[src/rtl/ultrasonic_ranger.sv]
// ultrasonic_ranger: round-robin trigger/echo range controller for NUM_CH HC-SR04-class
// sensors. Each slot fires one sensor, measures the synchronised echo width, and issues
// exactly one result (measured or timeout) with a one-cycle meas_valid strobe.
// Optional hysteresis on the near flags: define ULTRASONIC_HYST_EN.
module ultrasonic_ranger #(
    parameter int unsigned NUM_CH         = 2,
    parameter int unsigned TRIG_CYCLES    = 120,
    parameter int unsigned PERIOD_CYCLES  = 750000,
    parameter int unsigned TIMEOUT_CYCLES = 600000,
    parameter int unsigned WIDTH_W        = 20,
    parameter int unsigned HYST_CYCLES    = 1000,
    localparam int unsigned CH_W          = (NUM_CH > 1) ? $clog2(NUM_CH) : 1
) (
    input  logic               clk,
    input  logic               rst_n,
    input  logic [NUM_CH-1:0]  echo,
    input  logic [WIDTH_W-1:0] thresh,
    output logic [NUM_CH-1:0]  trig,
    output logic [NUM_CH-1:0]  near,
    output logic               meas_valid,
    output logic [CH_W-1:0]    meas_ch,
    output logic [WIDTH_W-1:0] meas_width,
    output logic               meas_timeout
);

    localparam int unsigned SLOT_W = (PERIOD_CYCLES > 2) ? $clog2(PERIOD_CYCLES) : 1;
    localparam int unsigned TMO_W  = $clog2(TIMEOUT_CYCLES + 1);

    localparam logic [SLOT_W-1:0] SLOT_LAST = SLOT_W'(PERIOD_CYCLES - 1);
    localparam logic [SLOT_W-1:0] TRIG_END  = SLOT_W'(TRIG_CYCLES);
    localparam logic [TMO_W-1:0]  TMO_LAST  = TMO_W'(TIMEOUT_CYCLES - 1);
    localparam logic [CH_W-1:0]   CH_LAST   = CH_W'(NUM_CH - 1);

    // Parameter sanity checks, evaluated at elaboration only.
    if (NUM_CH < 1) begin : g_bad_num_ch
        $error("ultrasonic_ranger: NUM_CH must be at least 1");
    end
    if (TRIG_CYCLES + TIMEOUT_CYCLES + 4 >= PERIOD_CYCLES) begin : g_bad_period
        $error("ultrasonic_ranger: slot too short for trigger plus timeout");
    end
    if (HYST_CYCLES >= 2 ** WIDTH_W) begin : g_bad_hyst
        $error("ultrasonic_ranger: HYST_CYCLES must fit in WIDTH_W bits");
    end

    typedef enum logic [2:0] {StIdle, StTrig, StWaitRise, StMeasure, StHold} state_t;

    state_t             state;
    logic [CH_W-1:0]    ch;
    logic [SLOT_W-1:0]  slot_cnt;
    logic [TMO_W-1:0]   tmo_cnt;
    logic [WIDTH_W-1:0] width;

    logic [NUM_CH-1:0]  echo_meta;
    logic [NUM_CH-1:0]  echo_sync;
    logic [NUM_CH-1:0]  echo_prev;
    logic               echo_rise;
    logic               echo_fall;
    logic               near_meas;

    // Two-flop synchroniser per echo line plus one history flop for edge detection.
    always_ff @(posedge clk or negedge rst_n) begin
        if (!rst_n) begin
            echo_meta <= '0;
            echo_sync <= '0;
            echo_prev <= '0;
        end else begin
            echo_meta <= echo;
            echo_sync <= echo_meta;
            echo_prev <= echo_sync;
        end
    end

    // Edges of the active channel only; other channels are ignored.
    always_comb begin
        echo_rise = echo_sync[ch] & ~echo_prev[ch];
        echo_fall = ~echo_sync[ch] & echo_prev[ch];
    end

`ifdef ULTRASONIC_HYST_EN
    logic [WIDTH_W:0] clear_level;

    // Near flag for a measured (non-timeout) result: set below thresh, clear at or above
    // thresh + HYST_CYCLES (no wrap), hold inside the band.
    always_comb begin
        clear_level = {1'b0, thresh} + (WIDTH_W + 1)'(HYST_CYCLES);
        near_meas   = near[ch];
        if (width < thresh) begin
            near_meas = 1'b1;
        end else if ({1'b0, width} >= clear_level) begin
            near_meas = 1'b0;
        end
    end
`else
    // Near flag for a measured (non-timeout) result; thresh of 0 can never be beaten.
    always_comb begin
        near_meas = (width < thresh);
    end
`endif

    // Slot sequencer: trigger, wait for echo, measure, then hold to the end of the slot.
    always_ff @(posedge clk or negedge rst_n) begin
        if (!rst_n) begin
            state        <= StIdle;
            ch           <= '0;
            slot_cnt     <= '0;
            tmo_cnt      <= '0;
            width        <= '0;
            trig         <= '0;
            near         <= '0;
            meas_valid   <= 1'b0;
            meas_ch      <= '0;
            meas_width   <= '0;
            meas_timeout <= 1'b0;
        end else begin
            meas_valid <= 1'b0;
            if (state != StIdle) begin
                slot_cnt <= slot_cnt + SLOT_W'(1);
            end
            if (state == StWaitRise || state == StMeasure) begin
                tmo_cnt <= tmo_cnt + TMO_W'(1);
            end
            case (state)
                StIdle: begin
                    slot_cnt <= '0;
                    state    <= StTrig;
                end
                StTrig: begin
                    if (slot_cnt == TRIG_END) begin
                        trig    <= '0;
                        tmo_cnt <= '0;
                        state   <= StWaitRise;
                    end else begin
                        trig[ch] <= 1'b1;
                    end
                end
                StWaitRise: begin
                    if (tmo_cnt == TMO_LAST) begin
                        meas_valid   <= 1'b1;
                        meas_ch      <= ch;
                        meas_width   <= '1;
                        meas_timeout <= 1'b1;
                        near[ch]     <= 1'b0;
                        state        <= StHold;
                    end else if (echo_rise) begin
                        width <= WIDTH_W'(1);
                        state <= StMeasure;
                    end
                end
                StMeasure: begin
                    // A fall on the last allowed cycle still counts as a measurement.
                    if (echo_fall) begin
                        meas_valid   <= 1'b1;
                        meas_ch      <= ch;
                        meas_width   <= width;
                        meas_timeout <= 1'b0;
                        near[ch]     <= near_meas;
                        state        <= StHold;
                    end else if (tmo_cnt == TMO_LAST) begin
                        meas_valid   <= 1'b1;
                        meas_ch      <= ch;
                        meas_width   <= '1;
                        meas_timeout <= 1'b1;
                        near[ch]     <= 1'b0;
                        state        <= StHold;
                    end else if (width != '1) begin
                        width <= width + WIDTH_W'(1);
                    end
                end
                StHold: begin
                    if (slot_cnt == SLOT_LAST) begin
                        slot_cnt <= '0;
                        ch       <= (ch == CH_LAST) ? '0 : ch + CH_W'(1);
                        state    <= StTrig;
                    end
                end
                default: state <= StIdle;
            endcase
        end
    end

endmodule

[config.mk]
export PLATFORM = sky130hd
export DESIGN_NAME = ultrasonic_ranger
export DESIGN_NICKNAME = d
export VERILOG_FILES = /design/src/rtl/ultrasonic_ranger.sv
export SDC_FILE = /design/constraint.sdc
export NUM_CORES = 1
export LEC_CHECK = 0
export BUFFER_PORTS_ARGS = -buffer_cell sky130_fd_sc_hd__buf_2
export CAP_MARGIN = 10
export CORE_AREA = 8 8 113 115
export CTS_CLUSTER_DIAMETER = 150
export DETAILED_ROUTE_END_ITERATION = 8
export DIE_AREA = 0 0 121 123
export PLACE_DENSITY = 0.67
export SETUP_SLACK_MARGIN = 0.5
export SYNTH_ARGS = -nofsm -noshare
export SYNTH_HDL_FRONTEND = slang
export SYNTH_SLANG_ARGS = --single-unit
[constraint.sdc]
create_clock -name clk -period 2.94 [get_ports clk]
set_input_delay 0.294 -clock clk [delete_from_list [all_inputs] [get_ports clk]]
set_output_delay 0.294 -clock clk [all_outputs]
set_load 0.02 [all_outputs]
# Word level (Yosys, flattened, before mapping)
# Cells that the tools add are included.
# word_totals
output_inout_bits	27
register_bits	97
elab_cells	96
input_bits	24
# classes
n_addsub	4
n_mux	43
order_cmp	3
n_eq_ne	17
bitwise	7
n_reduce_logical	8
# ops
operator	n
20-bit 2-to-1 mux	12
20-bit case mux with 2 select lines	3
20-bit by 1-bit adder with 20-bit output (second input constant)	3
20-bit equality test (second input constant)	2
20-bit by 7-bit equality test with 1-bit output (second input constant)	1
20-bit < comparator	1
20-bit inequality test (second input constant)	1
3-bit 2-to-1 mux	6
3-bit case mux with 5 select lines	1
1-bit 2-to-1 mux	12
2-bit inequality test (second input constant)	6
3-bit by 2-bit equality test with 1-bit output (second input constant)	2
2-bit 2-to-1 mux	3
3-bit by 2-bit inequality test with 1-bit output (second input constant)	2
1-bit case mux with 2 select lines	3
6-bit AND reduction	1
2-bit case mux with 2 select lines	1
4-bit AND reduction	1
3-bit by 1-bit equality test with 1-bit output (second input constant)	1
3-bit equality test (second input constant)	1
3-bit zero test	1
3-bit nonzero test	1
1-bit bitwise AND	2
2-bit bitwise AND	1
13 further kinds	14

# Logic depth before layout (Yosys ltp)
# depth
depth_word	9
ltp_mapped	8
depth_no_buf	7

# Least setup slack after synthesis
# OpenSTA, ideal clock, no wires.
# synth_path
path_kind	register to register
from	register width[0]
to	register width[0]
t_arrival_ns	1.855
setup_slack_ns	0.960
setup_ns	0.125
n_path_buf	1
t_required_ns	2.815
stages_incl_launch_ff	8
synth_period_minus_slack_ns	1.980
cell_sequence	dfrtp_1 -> ha_1 -> nand3_2 -> nor4_4 -> a311o_2 -> buf_6 -> nor3_2 -> mux2_2
# synth_via
elab_chain_len	5
word_cells_on_any_way	8
classes_between	add/sub (1); eq/ne (2); mux (4); reduce/logical (1)
# synth_rtl
item	line	rtl
start, declared	51	logic [WIDTH_W-1:0] width;
start signal, assigned	166	width <= width + WIDTH_W'(1);
20-bit by 1-bit adder with 20-bit output	166	
20-bit 2-to-1 mux	165	end else if (width != '1) begin
20-bit 2-to-1 mux	158	end else if (tmo_cnt == TMO_LAST) begin
20-bit 2-to-1 mux	151	if (echo_fall) begin
20-bit case mux with 2 select lines	122	case (state)
# Several ways; a longest one is shown, not always the timed one. The select of a mux whose other input is x is not followed.
# A chain may end at the register's enable or synchronous reset.

# Worst setup path in the final report
# layout_path
from	register width[7]
to	register width[19]
# The elaborated chain is that of the path after synthesis.

==> impl_summary.txt <==
----------------------------------------------------
[Logic synthesis]
  Sequential fraction of the synthesis area ... 0.462
  Fraction of the mapped netlist area in simple logic gates ... 0.216
  Fraction of the mapped netlist area in adder cells ... 0.0547
  XOR/XNOR Fraction of Synth Area ... 0.0567
  Post-synthesis sequential element count ... 97
  Syn_area_per_cell ... 9.82 um2
  Dominant combinational cell family by area after synthesis ... simple AND/OR/NAND/NOR gates
  Post-synthesis compound-gate area fraction ... 0.154
  Post-synthesis net count ... 582
  Gate count of the mapped netlist ... 535
  Number of enable-type register cells in the synthesized netlist ... 0
  Count of distinct cell types in the synthesized netlist ... 53
  Fraction of registers with async set or reset after synthesis ... 1.00
  Area of the mapped netlist ... 5260 um2
  Fraction of synthesized area in multiplexers ... 0.00428
  Number of warnings printed during yosys synthesis ... 0
  Predominant post-synthesis flop cell ... dfrtp_1

[Timing]
  Remaining max-slew budget at the tightest pin ... 0.436
  Smallest hold slack ... 0.0570 ns
  Count of final hold-check violations ... 0
  Total negative setup slack ... 0 ns
  Final Critical Period ... 2.30 ns
  Max-slew violations ... 0
  Ratio of final minimum period to clock period ... 0.783
  Final setup violation count ... 0
  Peak Freq ... 435 MHz
  Least-Margin Pin Slew ... 0.839 ns
  Fin Clk Skew ... 0.00752 ns
  Unrepaired setup endpoints after global routing ... no

[Place]
  Buffers on Ports ... 50
  Detail Placement HPWL ... 8.43 mm
  Dpl cell area ... 5620 um2
  Routability Congestion ... 0.864

[Finish]
  Top library cells by usage in the layout, fill and taps aside ... 97 x dfrtp_1, 59 x nor2_1, 49 x buf_2, 38 x nand2_1, 31 x nand3_1
  Area growth from synthesis to layout ... 14.2%
  Multi-input gate area ... 2570 um2
  Non-Filler Cell Area, Final ... 6000 um2
  Share of final-layout standard cells stronger than drive strength 1 ... 0.174
  Antenna cell count ... 0
  Util after Layout ... 0.542
  Leading cell type in the layout, fill and taps excluded ... dfrtp_1
  Sequential cell area in the final layout ... 2430 um2
  Total number of nets in the final design ... 635
  Count of fill cells added during filler insertion ... 984

[Critical path]
  End of the worst register-to-register path ... width[19]
  Endpoint of the most critical setup path ... width[19]
  Endpoint kind of the worst setup timing path ... register
  Req. time, crit path ... 3.16 ns
  Worst setup path class ... reg2reg
  Kind of start point of the critical path ... register
  Cell family with the largest share of critical-path delay ... simple AND/OR/NAND/NOR gates
  Critical Path, Cell by Cell ... nand4_1 > nor4_1 > a21oi_1 > o41ai_2 > o31ai_1
  Worst Reg-to-Reg Cells ... 5
  Cell with the largest stage delay on the worst path ... nor4_1
  Register-to-register path setup slack ... 0.64 ns
  Startpoint of the worst register-to-register path ... width[7]
  Worst endpoint data arrival time ... 2.52 ns
  Crit. path cell count ... 5
  Count of buffer and inverter cells on the critical path ... 0
  Launching instance or port of the critical path ... width[7]
  Maximum fanout count along the critical path ... 10
  Longest individual stage delay on the worst path ... 0.81 ns

[Floorplan]
  Die Height ... 123 um
  Full die area ... 14900 um2
  Boundary pin count ... 51
  # rows ... 39
  Placeable core region ... 11100 um2
  Initial Util ... 0.475
  Floorplan die width ... 121 um

[Global routing]
  Via count of the first global-routing pass ... 4213
  Gr ovfl total ... 0
  Total global-route track usage ... 0.170
  Antenna violations before repair ... 0
  Largest net degree at the start of global routing ... 51
  Global-route wire length before repair ... 20.5 mm

[Flow run]
  Number of max-capacitance violations reported ... 0

[Power]
  Static leakage ... 2.78 nW
  Worst vdd rail ir drop ... 0.000342 V
  PD cells ... 440 nW/um2
  Total power ... 0.00264 W

[Clock tree]
  Total CTS buffers ... 9
  Skew-Pair Late Insertion Delay ... 0.34 ns
  Root buffer cell ... clkbuf_16
  Clock tree from TritonCTS ... yes
  Count of clock tree sinks ... 97
  Deepest clock path buffer count ... 2
  H-tree levels ... 3
  Clock input transition at the sequential cells of the worst setup and hold paths ... 0.07 ns

[Drt]
  Final ANT Viol Nets ... 0
  Average detailed-routed wire length per instance ... 16.5 um
  Routed Wire Length ... 12.2 mm
  Starting DRC count in detailed routing ... 342
  Iteration count of the initial detailed-routing pass ... 5
  Vias after detailed routing ... 4214
  Residual DRC count ... 0
  Via-per-instance ratio ... 5.73

[Min path]
  HP Class ... in2reg

[Status]
  Status ... completed

----------------------------------------------------
-- how the worst min path moves through the flow --
stage | start | depth (start not counted) | end
after global routing | echo[0] | 1 | echo_meta[0]
after detailed placement | echo_meta[1] | 0 | echo_sync[1]
final | echo[0] | 1 | echo_meta[0]
after CTS | echo[0] | 1 | echo_meta[0]
after floorplan | rst_n | 0 | ch
after global placement | echo_meta[0] | 0 | echo_sync[0]
-- repair_timing --
item / 4_1_cts / 5_1_grt
hold buffers: 1 / 0
resized for setup: 0 / 0
pin swaps: 1 / 3
endpoints found under the hold margin: 35 / 0
setup buffers: 0 / 9
setup endpoints to repair: 1 / 17
-- cells in the mapped netlist (all sizes together), types with 11 or more instances --
cell / n / area (um2)
dfrtp: 97 / 2430
nor2: 59 / 221
nand2: 38 / 143
nand3: 32 / 165
inv: 30 / 113
xnor2: 28 / 245
o22a: 25 / 219
ha: 23 / 288
nor3: 21 / 110
a21oi: 18 / 90.1
buf: 16 / 119
o21ai: 16 / 80.1
o31ai: 14 / 110
nand4: 12 / 81.3
o41ai: 12 / 173
clkbuf: 11 / 41.3
-- registers in the layout, summed over array words and instances (netlist names), 2 cells and up --
name / cells
meas_width: 20
slot_cnt: 20
tmo_cnt: 20
width: 20
state: 3
echo_meta: 2
echo_prev: 2
echo_sync: 2
near: 2
trig: 2
-- cell type report --
cell class | instances | area share
Timing Repair Buffer | 69 | 0.0683
Clock inverter | 2 | 0.00583
Clock buffer | 14 | 0.0456
Tap cell | 143 | 0.0298
Inverter | 30 | 0.0188
Multi-Input combinational cell | 381 | 0.427
Sequential cell | 97 | 0.404
-- through the flow --
step,setup slack [ns],instances
after CTS,0.502,727
after global routing,0.480,736
after detailed placement,0.507,710
after global placement,0.606,710
after floorplan,0.960,535
final,0.639,736
-- layer usage --
layer  global-route usage  share of wire  vias to the layer above
li1                     -              -                     2043
met1                0.227           0.46                     2051
met2                0.271           0.47                      109
met3               0.0425          0.055                       11
met4               0.0406         0.0085                        0
met5                    0              0                        -
-- power by group --
part	total, W	leakage [nW]	internal (W)	switching, W
logic	0.0000815	1.31	0.0000312	0.0000503
clock network	0.00122	0.153	0.000729	0.000488
registers	0.00134	1.31	0.00134	0.00000231
-- kinds of logic (layout without fill, tap and decap cells) --
group	after synthesis	count (layout)
AND/OR/NAND/NOR	219	219
AO/OA/AOI/OAI	103	103
flip-flops	97	97
buffers and inverters	57	115
XOR/XNOR	34	34
adder cells (fa/ha/maj)	23	23
multiplexers	2	2
(Power assumes the default switching activity.)
